**config.mk**
```make
export PLATFORM = sky130hd
export DESIGN_NAME = stq_adata_drain
export DESIGN_NICKNAME = d
export VERILOG_FILES = /design/src/rtl/stq_adata_drain.sv
export SDC_FILE = /design/constraint.sdc
export NUM_CORES = 1
export LEC_CHECK = 0
export CORE_UTILIZATION = 30
export CTS_BUF_LIST = sky130_fd_sc_hd__clkbuf_16
export DETAILED_ROUTE_END_ITERATION = 8
export PLACE_DENSITY = 0.46
export SETUP_SLACK_MARGIN = 0.5
export SLEW_MARGIN = 30
export SYNTH_ARGS = -nofsm -noshare
export SYNTH_HDL_FRONTEND = slang
export SYNTH_SLANG_ARGS = --single-unit
```
**constraint.sdc**
```tcl
create_clock -name clk -period 4.3 [get_ports clk]
set_clock_uncertainty 0.1 [all_clocks]
set_input_delay 0.86 -clock clk [delete_from_list [all_inputs] [get_ports clk]]
set_output_delay 0.86 -clock clk [all_outputs]
set_load 0.01 [all_outputs]
```
**src/rtl/stq_adata_drain.sv**
```systemverilog
// ============================================================================
// stq_adata_drain
// ----------------------------------------------------------------------------
// In-order drain reader for the 64-entry store-queue attribute table.
// A ready bitmap records which WQ slots the table has written. The drain
// walks the ring from `head` and reads each written slot through the table's
// single read port. It then presents that slot on a registered valid/ready
// output toward store write-back. Because the bitmap watches the same two
// write strobes that fill the table, a slot becomes ready on the same edge
// that its data lands.
//
// Optional feature macro: STQ_DRAIN_PARITY_EN
//   When defined, the design adds the `out_par` output. It is registered with
//   the output fields and carries even parity over {out_WQ, out_adata}.
//
// Ports
//   clk        in   1  clock, rising edge
//   rst        in   1  asynchronous active-high reset
//   wrt0_en    in   1  table write port 0 strobe
//   wrt0_WQ    in   6  slot written by port 0
//   wrt1_en    in   1  table write port 1 strobe
//   wrt1_WQ    in   6  slot written by port 1
//   rd_WQ      out  6  table read index (always equals head)
//   rd_adata   in   5  table read data for rd_WQ, same cycle
//   flush_en   in   1  synchronous flush
//   flush_WQ   in   6  head index loaded on flush
//   out_vld    out  1  output register holds a drained slot
//   out_rdy    in   1  consumer accepts the output this cycle
//   out_WQ     out  6  slot index of the drained entry
//   out_adata  out  5  attribute data of the drained entry
//   out_par    out  1  even parity of {out_WQ, out_adata} (parity build only)
//   pend_cnt   out  7  number of ready, undrained slots (0..64)
// ============================================================================
module stq_adata_drain (
    input  logic       clk,
    input  logic       rst,
    input  logic       wrt0_en,
    input  logic [5:0] wrt0_WQ,
    input  logic       wrt1_en,
    input  logic [5:0] wrt1_WQ,
    output logic [5:0] rd_WQ,
    input  logic [4:0] rd_adata,
    input  logic       flush_en,
    input  logic [5:0] flush_WQ,
    output logic       out_vld,
    input  logic       out_rdy,
    output logic [5:0] out_WQ,
    output logic [4:0] out_adata,
`ifdef STQ_DRAIN_PARITY_EN
    output logic       out_par,
`endif
    output logic [6:0] pend_cnt
);

    // ------------------------------------------------------------------------
    // State
    // ------------------------------------------------------------------------
    logic [63:0] ready_q,     ready_d;
    logic [5:0]  head_q,      head_d;
    logic        out_vld_q,   out_vld_d;
    logic [5:0]  out_wq_q,    out_wq_d;
    logic [4:0]  out_adata_q, out_adata_d;
    logic [6:0]  pend_cnt_q,  pend_cnt_d;
`ifdef STQ_DRAIN_PARITY_EN
    logic        out_par_q,   out_par_d;
`endif

    // ------------------------------------------------------------------------
    // Combinational helpers
    // ------------------------------------------------------------------------
    logic [63:0] set_mask;
    logic        adv;
    logic        head_set;   // a write strobe targets the head slot this cycle
    logic [6:0]  n_new;      // distinct writes to bits that were 0

    always_comb begin
        // NOTE: every signal gets a default before any branch; a path that
        // leaves a variable unassigned would infer a latch.
        set_mask = '0;
        n_new    = '0;

        if (wrt0_en) set_mask[wrt0_WQ] = 1'b1;
        if (wrt1_en) set_mask[wrt1_WQ] = 1'b1;

        if (wrt0_en && !ready_q[wrt0_WQ])
            n_new = n_new + 7'd1;
        // When both ports hit the same slot, count that slot only once.
        if (wrt1_en && !ready_q[wrt1_WQ] && !(wrt0_en && (wrt0_WQ == wrt1_WQ)))
            n_new = n_new + 7'd1;

        head_set = set_mask[head_q];
        adv      = ready_q[head_q] & (~out_vld_q | out_rdy) & ~flush_en;
    end

    // ------------------------------------------------------------------------
    // Next-state logic
    // ------------------------------------------------------------------------
    always_comb begin
        ready_d     = ready_q;
        head_d      = head_q;
        out_vld_d   = out_vld_q;
        out_wq_d    = out_wq_q;
        out_adata_d = out_adata_q;
        pend_cnt_d  = pend_cnt_q;
`ifdef STQ_DRAIN_PARITY_EN
        out_par_d   = out_par_q;
`endif

        if (flush_en) begin
            // A flush drops the pending output and any writes in this cycle.
            ready_d    = '0;
            out_vld_d  = 1'b0;
            pend_cnt_d = '0;
            head_d     = flush_WQ;
        end else begin
            if (adv) begin
                out_vld_d   = 1'b1;
                out_wq_d    = head_q;
                out_adata_d = rd_adata;
`ifdef STQ_DRAIN_PARITY_EN
                out_par_d   = ^{head_q, rd_adata};
`endif
                ready_d[head_q] = 1'b0;
                head_d          = head_q + 6'd1;   // 6-bit add wraps 63 -> 0
            end else if (out_vld_q && out_rdy) begin
                out_vld_d = 1'b0;
            end

            // The set is applied after the clear, so a re-allocated head slot
            // (written in the cycle it drains) stays ready.
            ready_d = ready_d | set_mask;

            pend_cnt_d = pend_cnt_q + n_new
                       - {6'd0, (adv && !head_set)};
        end
    end

    // ------------------------------------------------------------------------
    // State registers
    // ------------------------------------------------------------------------
    // NOTE: sequential state uses non-blocking assignments only, so every
    // register samples pre-edge values regardless of statement order.
    always_ff @(posedge clk or posedge rst) begin
        if (rst) begin
            // The 64-bit bitmap is reset explicitly. It is a flop array, not
            // a RAM, and a stale ready bit would drain garbage after reset.
            ready_q     <= '0;
            head_q      <= '0;
            out_vld_q   <= 1'b0;
            out_wq_q    <= '0;
            out_adata_q <= '0;
            pend_cnt_q  <= '0;
`ifdef STQ_DRAIN_PARITY_EN
            out_par_q   <= 1'b0;
`endif
        end else begin
            ready_q     <= ready_d;
            head_q      <= head_d;
            out_vld_q   <= out_vld_d;
            out_wq_q    <= out_wq_d;
            out_adata_q <= out_adata_d;
            pend_cnt_q  <= pend_cnt_d;
`ifdef STQ_DRAIN_PARITY_EN
            out_par_q   <= out_par_d;
`endif
        end
    end

    // ------------------------------------------------------------------------
    // Outputs
    // ------------------------------------------------------------------------
    assign rd_WQ     = head_q;
    assign out_vld   = out_vld_q;
    assign out_WQ    = out_wq_q;
    assign out_adata = out_adata_q;
    assign pend_cnt  = pend_cnt_q;
`ifdef STQ_DRAIN_PARITY_EN
    assign out_par   = out_par_q;
`endif

endmodule

```
Word-level counts from Yosys, hierarchy flattened
Index checks and enable logic that the tools add are counted.
- bits in registers: 89
- input bits: 29
- output and inout bits: 25
- $add $sub $neg: 4
- magnitude comparators: 6
- equality and inequality tests: 1
- mux-type cells: 27
- bitwise gates (word level): 9
- reduce and logical (&&, ||, !) cells: 16
- operators with widths (kind ; number):
    2-to-1 mux 64 bit ; 5
    OR 64 bit ; 2
    AND 64 bit ; 1
    inverter 64 bit ; 1
    binary-select mux 1 bit (select 6 bit) ; 4
    less-than comparator 6 x 7 -> 1 bit, second input constant ; 3
    demux 1 bit (select 6 bit) ; 3
    greater-or-equal comparator 6 x 1 -> 1 bit, second input constant ; 3
    2-to-1 mux 7 bit ; 2
    2-to-1 mux 6 bit ; 2
    2-to-1 mux 1 bit ; 11
    logical AND 1 bit ; 9
    adder 7 x 1 -> 7 bit, second input constant ; 1
    adder 7 bit ; 1
    subtractor 7 x 1 -> 7 bit ; 1
    adder 6 x 1 -> 6 bit, second input constant ; 1
    equality test 6 bit ; 1
    zero test 1 bit ; 4
    nonzero test 3 bit ; 1
    AND 1 bit ; 2
    inverter 1 bit ; 2
    AND reduction 2 bit ; 1
    nonzero test 2 bit ; 1
    OR 1 bit ; 1

Logic depth before layout (Yosys ltp)
Gate-level depths: netlist of the first run.
- depth in word-level cells: 13
- gate-level depth with buffers: 23
- depth with buffers taken out: 20

Least setup slack after synthesis of the first run
OpenSTA, ideal clock, no wires.
- kind: input port to flip-flop
- start point: input wrt0_WQ[1]
- end point: register pend_cnt_q[6], in the netlist pend_cnt[6]
- setup time: 0.132 ns
- arrival: 4.658 ns
- data required time: 4.068 ns
- path slack: -0.590 ns
- stages: 22
- buffers on the path: 4
- path through: clkbuf_1 buf_2 buf_2 buf_1 mux2i_1 o21ai_0 a22oi_1 o21ai_0 a22o_1 a211oi_1 ha_1 inv_1 ha_1 inv_1 ha_1 fa_1 a21o_1 a21oi_1 o21bai_1 a21oi_1 xnor2_1 nor2_1
- cells in the longest elaborated chain, start to end: 13
- elaborated cells between the ends (all ways): 26
- those cells by class: add/sub: 3; order compare: 2; eq/ne: 1; mux: 11; bitwise: 1; reduce/logical: 8
- RTL lines (what ; RTL line ; RTL):
    from (decl) ; 38 ; input logic [5:0] wrt0_WQ,
    parallel branches: the longest is 11 deep, another holds adder 7 x 1 -> 7 bit ; - ;
    subtractor 7 x 1 -> 7 bit (*) ; 134 ; - {6'd0, (adv && !head_set)};
    2-to-1 mux 7 bit (*) ; 109 ; if (flush_en) begin
    net pend_cnt_d[6] ; 63 ; logic [6:0] pend_cnt_q, pend_cnt_d;
    to (signal assigned) ; 162 ; pend_cnt_q <= pend_cnt_d;
    to (decl) ; 63 ;
Mark *: on every way through the listed nets, which the timed path passes. The select of a mux whose other input is x is not followed.
A chain may end at the register's enable or synchronous reset.

Final worst setup path of the first run
- start point: input wrt1_WQ[0]
- end point: register pend_cnt_q[5], in the netlist pend_cnt[5]
- cells in the longest elaborated chain, start to end: 12
- elaborated cells between the ends (all ways): 23
- those cells by class: add/sub: 2; order compare: 2; eq/ne: 1; mux: 9; bitwise: 1; reduce/logical: 8
- RTL lines (what ; RTL line ; RTL):
    from (decl) ; 40 ; input logic [5:0] wrt1_WQ,
    less-than comparator 6 x 7 -> 1 bit (not written as such) / greater-or-equal comparator 6 x 1 -> 1 bit (equally long branches) ; 83 ; if (wrt1_en) set_mask[wrt1_WQ] = 1'b1;
    logical AND 1 bit (not written as such) ; 83 ;
    2-to-1 mux 1 bit (not written as such) ; 83 ;
    demux 1 bit (select 6 bit) ; 83 ;
    OR 64 bit (no line) ; - ;
    2-to-1 mux 64 bit ; 83 ;
    binary-select mux 1 bit (select 6 bit) ; 91 ; head_set = set_mask[head_q];
    2-to-1 mux 1 bit (not written as such) ; 91 ;
    zero test 1 bit ; 134 ;
    logical AND 1 bit ; 134 ;
    subtractor 7 x 1 -> 7 bit (*) ; 134 ;
    2-to-1 mux 7 bit (*) ; 109 ;
    net pend_cnt_d[5] ; 63 ;
The timed path passes the listed nets; every way through them passes the cells marked *. The select of a mux whose other input is x is not followed.

==> flow_summary.yaml, run 1 <==
hold_path:
  hold_path.class: "flop to flop"
  hp-start: "out_WQ[2]"
  hold_depth: 1
sta:
  slew_headroom_pct: 44.82
  setup_viol: 4
  max_freq_mhz: 220.5
  period_share_pct: 105.5
  tns_ps: -741.6
  finalHoldViolations: 0
  min_period_ps: 4534
  rsz0062_at_grt: "true"
  worst_pin_slew_ps: 824.0
  slew_violations: 0
  fin_ws_ps: -234.5
drt:
  drt_iter0_drc: 924
  drt-total-wl_microns: 37080
  avgViaCountPerCell: 5.924
  drc: 0
  first_pass_iters: 5
  vias: 8714
  ant_nets: 0
  wl_per_cell_microns: 25.21
clock_tree:
  cts.path.max_buffers: 2
  clk-insertion-delay-late_ps: 380
  cts_tree: "yes"
  ctsHoldBuffers: 0
  cts_made_buffers: 9
  root_buffer: "clkbuf_16"
  clk_pin_slew_ps: 70
  cts_sinks: 89
  cts_htree_levels: 3
logic_synthesis:
  synth_async_sr_flop_share_pct: 100.0
  avgSynthCellArea_sq_um: 8.848
  syn_nets: 854
  synth_cell_type_count: 67
  yosys_warnings: 0
  synthCells: 814
  yosysTopAreaCellShare_pct: 30.92
  seq_area_frac_synth_pct: 30.92
  synth_edf_count: 0
  yosysTopAreaCell: "dfrtp_1"
  synth.area.top_cells: "dfrtp_1, mux4_2, a21oi_1"
  ys.flop_type: "dfrtp_1"
  synth.cell_area_sq_um: 7202
  ys_ff_latch: 89
global_routing:
  grt_pass1_wl_microns: 55610
  grt_max_degree: 53
  grt-ovfl-total: 0
  track_usage_pct: 31.11
  first_global_vias: 8452
  antenna_found_initial: 0
die:
  initial_core_util_pct: 30.59
  die_area_sq_um: 24630
  coreArea_sq_um: 23540
  row_count: 56
  io_pins: 54
  die_w_microns: 156.9
  die_h_microns: 156.9
worst_setup_path:
  path_buf_inv: 8
  critPathTopFamily: "simple AND/OR/NAND/NOR gates"
  cp.required_ps: 4440
  end_kind: "flop"
  cpPeakStageDelay_ps: 520
  cp.arrival_ps: 4670
  worst-path-max-fanout: 8
  cp_slowest_cell: "or4_4"
  worst-setup-path-type: "primary input to flop"
  start_kind: "primary input"
  r2r-start: "rd_WQ[1]"
  rr_worst_depth: 21
  path_depth: 25
  critPathLaunch: "wrt1_WQ[0]"
run:
  cap_violations: 0
place:
  port_buffers: 53
  post-place-ws_ps: -1694
  dp_hpwl_microns: 28110
  place.gp.congestion: 1.010
power:
  pwr_density_cell_nw_per_um2: 308.4
  cellLeakagePower_nw: 4.868
  ir_drop_uv: 309.9
status:
  violations: "negative setup slack"
  status: "finished, violations left"
layout:
  num-fill-cells: 2312
  nets: 1187
  num_antenna_cells: 0
  layout-drive-gt1-share_pct: 46.27
  final_common_cell: "buf_4"
  syn_to_final_growth_pct: 59.42
  mostFrequentLayoutCells: "buf_4, dfrtp_1, a21oi_1, o21ai_0, nor2_1"
==> power breakdown <==
group | internal (mW) | switching (mW)
logic | 0.841 | 0.799
registers | 0.933 | 0.0882
clock network | 0.464 | 0.415
==> flip-flops by register name, indices dropped and copies added (netlist names) <==
name / cells
out_adata: 5
pend_cnt: 7
ready_q: 64
out_WQ: 6
rd_WQ: 6
out_vld: 1
==> worst register-to-register path: cells and delay by family, from the launching register on <==
family                   cells  cell delay, ps
AND/OR/NAND/NOR              8            1720
buffers and inverters        5             750
AO/OA/AOI/OAI                5             710
flip-flops                   1             500
adder cells (fa/ha/maj)      2             350
XOR/XNOR                     1             160
==> cell usage after synthesis (all sizes together) (10+ instances only) <==
cell type,n
nand3,18
ha,10
o21ai,77
dfrtp,89
mux4,21
a32oi,12
nor3,12
mux2i,23
inv,22
mux2,28
o22ai,12
and3,12
a22oi,53
nand2,42
nor2,53
clkbuf,49
a221oi,13
a21oi,89
nor2b,12
buf,24
==> per-layer routing <==
layer / part of all wire, % / global-route usage (%)
met1: 43 / 43.02
met5: 0 / 0
met4: 4.8 / 13.96
met3: 8.1 / 5.314
met2: 44 / 47.26
==> stage by stage <==
step | utilization, % | power (mW) | cell area (sq um) | hold WS, ps | instances
2_1_floorplan | - | 1.751 | 7456 | 436.4 | 814
3_3_place_gp | 42.70 | 2.446 | 10050 | 389.5 | 1397
3_5_place_dp | 42.70 | 2.443 | 10050 | 396.5 | 1397
4_1_cts | 48.03 | 3.510 | 11310 | 413.9 | 1466
5_1_grt | 48.77 | 3.704 | 11480 | 433.9 | 1471
6_report | 48.77 | 3.541 | 11480 | 409.0 | 1471
==> repair_timing <==
item,4_1_cts,5_1_grt
cloned,3,0
setup buffers,50,5
endpoints found under the setup margin,7,6
resized for setup,183,27
pin swaps,53,22
==> path summary, 6_finish.rpt <==
path	slack [ps]	end
min in group asynchronous	860	rd_WQ[0]
max in group asynchronous	2490	rd_WQ[1]
min	410	out_WQ[2]
max	-230	pend_cnt[5]
min reg2reg	410	out_WQ[2]
max reg2reg	-90	pend_cnt[5]
==> logic make-up (layout without fill, tap and decap cells) <==
group | after synthesis | count (layout) | synth area share (%)
AO/OA/AOI/OAI | 317 | 317 | 28.42
XOR/XNOR | 16 | 16 | 1.946
buffers and inverters | 95 | 433 | 5.664
flip-flops | 89 | 89 | 30.92
AND/OR/NAND/NOR | 214 | 214 | 16.31
adder cells (fa/ha/maj) | 11 | 11 | 2.015
multiplexers | 72 | 72 | 14.71
==> layout make-up <==
class | instances | area [sq um] | share of cell area [%]
Clock buffer | 9 | 225.2 | 1.962
Clock inverter | 7 | 85.08 | 0.7411
Inverter | 22 | 92.59 | 0.8065
Multi-Input combinational cell | 630 | 5162 | 44.97
Sequential cell | 89 | 2228 | 19.41
Tap cell | 319 | 399.1 | 3.476
Timing Repair Buffer | 395 | 3288 | 28.64
No activity file was read; power rests on OpenSTA's default activity.
==> run 2: changes to the inputs <==
--- a/config.mk
+++ b/config.mk
@@ -6,7 +6,6 @@
 export NUM_CORES = 1
 export LEC_CHECK = 0
 export CORE_UTILIZATION = 30
-export CTS_BUF_LIST = sky130_fd_sc_hd__clkbuf_16
 export DETAILED_ROUTE_END_ITERATION = 8
 export PLACE_DENSITY = 0.46
 export SETUP_SLACK_MARGIN = 0.5
==> results of run 2 <==
Final layout, timing and power as in run 1 (identical DEF).
==> run 3: changes to the inputs <==
--- a/config.mk
+++ b/config.mk
@@ -7,7 +7,7 @@
 export LEC_CHECK = 0
 export CORE_UTILIZATION = 30
 export DETAILED_ROUTE_END_ITERATION = 8
-export PLACE_DENSITY = 0.46
+export PLACE_DENSITY = 0.44
 export SETUP_SLACK_MARGIN = 0.5
 export SLEW_MARGIN = 30
 export SYNTH_ARGS = -nofsm -noshare
==> constraint.sdc (replaced) <==
create_clock -name clk -period 5.4 [get_ports clk]
set_clock_uncertainty 0.1 [all_clocks]
set_input_delay 1.08 -clock clk [delete_from_list [all_inputs] [get_ports clk]]
set_output_delay 1.08 -clock clk [all_outputs]
set_load 0.01 [all_outputs]
==> run 3 against run 2 <==
Compared with the run above:
- the run now ends clean
- cell count is 2.7% lower
- sequential share of layout area is 0.49 points higher
- register-to-register slack better by 980 ps
- combinational power is 26% lower
- power is 23% lower
- worst hold slack better by 3.6 ps
- clock-buffer cell count is 1 higher
- critical path depth is 3 lower
- sequential power is 19% lower
- critical path type unchanged
- highest routed layer unchanged
==> flow_summary.yaml, run 3 (same netlist as run 1, synthesis figures left out) <==
die:
  row_count: 56
  die_area_sq_um: 24630
  die_h_microns: 156.9
  die_w_microns: 156.9
  coreArea_sq_um: 23540
  initial_core_util_pct: 30.59
  io_pins: 54
clock_tree:
  clk-insertion-delay-late_ps: 370
  cts_made_buffers: 9
  cts_tree: "yes"
  clk_pin_slew_ps: 80
  root_buffer: "clkbuf_16"
  cts.path.max_buffers: 2
  cts_htree_levels: 3
  ctsHoldBuffers: 0
  cts_sinks: 89
hold_path:
  hold_path.class: "flop to flop"
  hp-start: "out_WQ[2]"
  hold_depth: 1
  holdPathEnd: "out_WQ[2]"
layout:
  nets: 1147
  num_antenna_cells: 0
  final_common_cell: "buf_4"
  num-fill-cells: 2347
  mostFrequentLayoutCells: "buf_4, dfrtp_1, a21oi_1, o21ai_0, nor2_1"
  largest_register_ffs: 64
  regMostFlops: "ready_q"
  layout-drive-gt1-share_pct: 45.32
  syn_to_final_growth_pct: 55.45
global_routing:
  first_global_vias: 8343
  grt_max_degree: 84
  track_usage_pct: 31.85
  grt_pass1_wl_microns: 56410
  antenna_found_initial: 1
  grt-ovfl-total: 0
sta:
  setup_viol: 0
  worst_pin_slew_ps: 927.1
  slew_headroom_pct: 38.19
  min_period_ps: 4737
  finalHoldViolations: 0
  rsz0062_at_grt: "false"
  max_freq_mhz: 211.1
  fin_ws_ps: 662.7
  period_share_pct: 87.73
  slew_violations: 0
worst_setup_path:
  worst-path-max-fanout: 8
  critPathTopFamily: "compound AO/OA/AOI/OAI gates"
  cp.required_ps: 5520
  start_kind: "primary input"
  worst-setup-path-type: "primary input to flop"
  r2r-start: "rd_WQ[2]"
  cpPeakStageDelay_ps: 380
  end_kind: "flop"
  cp_slowest_cell: "fa_2"
  cp.arrival_ps: 4860
  path_buf_inv: 5
  worstReg2RegEnd: "pend_cnt[6]"
  r2r_slack_ps: 890
  path_cells: "buf_4 -> buf_12 -> buf_12 -> mux2_2 -> a221oi_2 -> nor2_1 -> o21ai_1 -> o21ai_2 -> nor4bb_1 -> a21boi_2 -> ha_2 -> inv_1 -> ha_1 -> inv_2 -> ha_4 -> fa_2 -> a21o_1 -> a21oi_2 -> o21bai_1 -> a21oi_1 -> xnor2_1 -> nor2_1"
  rr_worst_depth: 18
drt:
  drc: 0
  avgViaCountPerCell: 5.970
  wl_per_cell_microns: 27.26
  drt_iter0_drc: 819
  vias: 8543
  ant_nets: 0
  first_pass_iters: 5
  drt-total-wl_microns: 39010
place:
  place.gp.congestion: 0.9942
  dp_hpwl_microns: 28970
  port_buffers: 53
  post-place-ws_ps: -787.9
power:
  cellLeakagePower_nw: 4.642
  pwr_density_cell_nw_per_um2: 243.0
  ir_drop_uv: 217.5
  design_power_total_mw: 2.721
status:
  status: "finished, final reports clean"
run:
  cap_violations: 0
-- run 3: cell types whose count changed in the layout (fill, tap and decap cells not counted), moves of 4 or more --
| cell | change |
|---|---|
| clkbuf_2 | +7 |
| a21oi_1 | -4 |
| buf_2 | -5 |
| buf_4 | -34 |
| nor4bb_4 | -4 |
| a21oi_2 | +4 |
| a211oi_2 | +4 |
| and3_1 | -4 |
| a211oi_1 | -4 |
| buf_6 | -11 |
| nor4bb_1 | +4 |
| a22oi_2 | +7 |
| a22oi_1 | -7 |
-- run 3: area by class of cell --
type / count / area [sq um] / share of cell area, %
Clock inverter: 6 / 73.82 / 0.6594
Inverter: 22 / 85.08 / 0.7599
Timing Repair Buffer: 355 / 3003 / 26.82
Clock buffer: 10 / 229.0 / 2.045
Sequential cell: 89 / 2228 / 19.90
Tap cell: 319 / 399.1 / 3.565
Multi-Input combinational cell: 630 / 5177 / 46.25
-- run 3: layer usage --
layer / vias to the layer above / track usage (%) / share of wire (%)
met1: 4282 / 43.29 / 43
met2: 441 / 49.54 / 45
li1: 3712 / - / -
met3: 108 / 5.176 / 7.8
met5: - / 0 / 0
met4: 0 / 14.15 / 4.5
-- run 3: worst max-delay path by stage --
stage,from,endpoint,cells after the start
after floorplan,wrt0_WQ[1],pend_cnt[6],23
after global placement,wrt1_WQ[3],pend_cnt[6],21
after detailed placement,wrt1_WQ[3],pend_cnt[6],21
after CTS,wrt0_WQ[0],pend_cnt[6],21
after global routing,wrt1_WQ[0],pend_cnt[6],22
final,wrt1_WQ[0],pend_cnt[6],22
-- run 3: power breakdown --
part | leakage, nW | switching [mW] | internal, mW
sequential | 1.20 | 0.0857 | 0.742
clock | 0.142 | 0.317 | 0.366
combinational | 3.30 | 0.613 | 0.596
total | 4.64 | 1.02 | 1.70
-- run 3: worst register-to-register path, stage by stage (launching register included) --
cell and delay [ps]:
dfrtp_1 610, inv_2 380, nand2_1 420, o22a_1 210
o221ai_1 100, nor4_1 240, a211oi_2 80, or4_4 540
nor4_4 160, ha_1 180, inv_2 40, ha_4 160
fa_2 380, a21o_1 170, a21oi_2 150, o21bai_1 70
a21oi_1 180, xnor2_1 130, nor2_1 50
-- run 3: repair_timing --
action | in CTS | in global routing
hold endpoints to repair | 0 | 0
cloned | 4 | 3
pin swaps | 46 | 52
setup endpoints to repair | 6 | 3
resized for setup | 137 | 79
setup buffers | 38 | 14
-- run 3: metrics by stage --
step	area [sq um]	TNS [ps]	hold slack (ps)	std cells	util [%]
after floorplan	7217	0	436.4	814	-
after global placement	9711	-2997	389.9	1356	41.25
after detailed placement	9716	-2848	397.4	1356	41.27
after CTS	10840	0	415.4	1414	46.03
after global routing	11200	0	431.2	1431	47.56
final	11200	0	412.6	1431	47.56
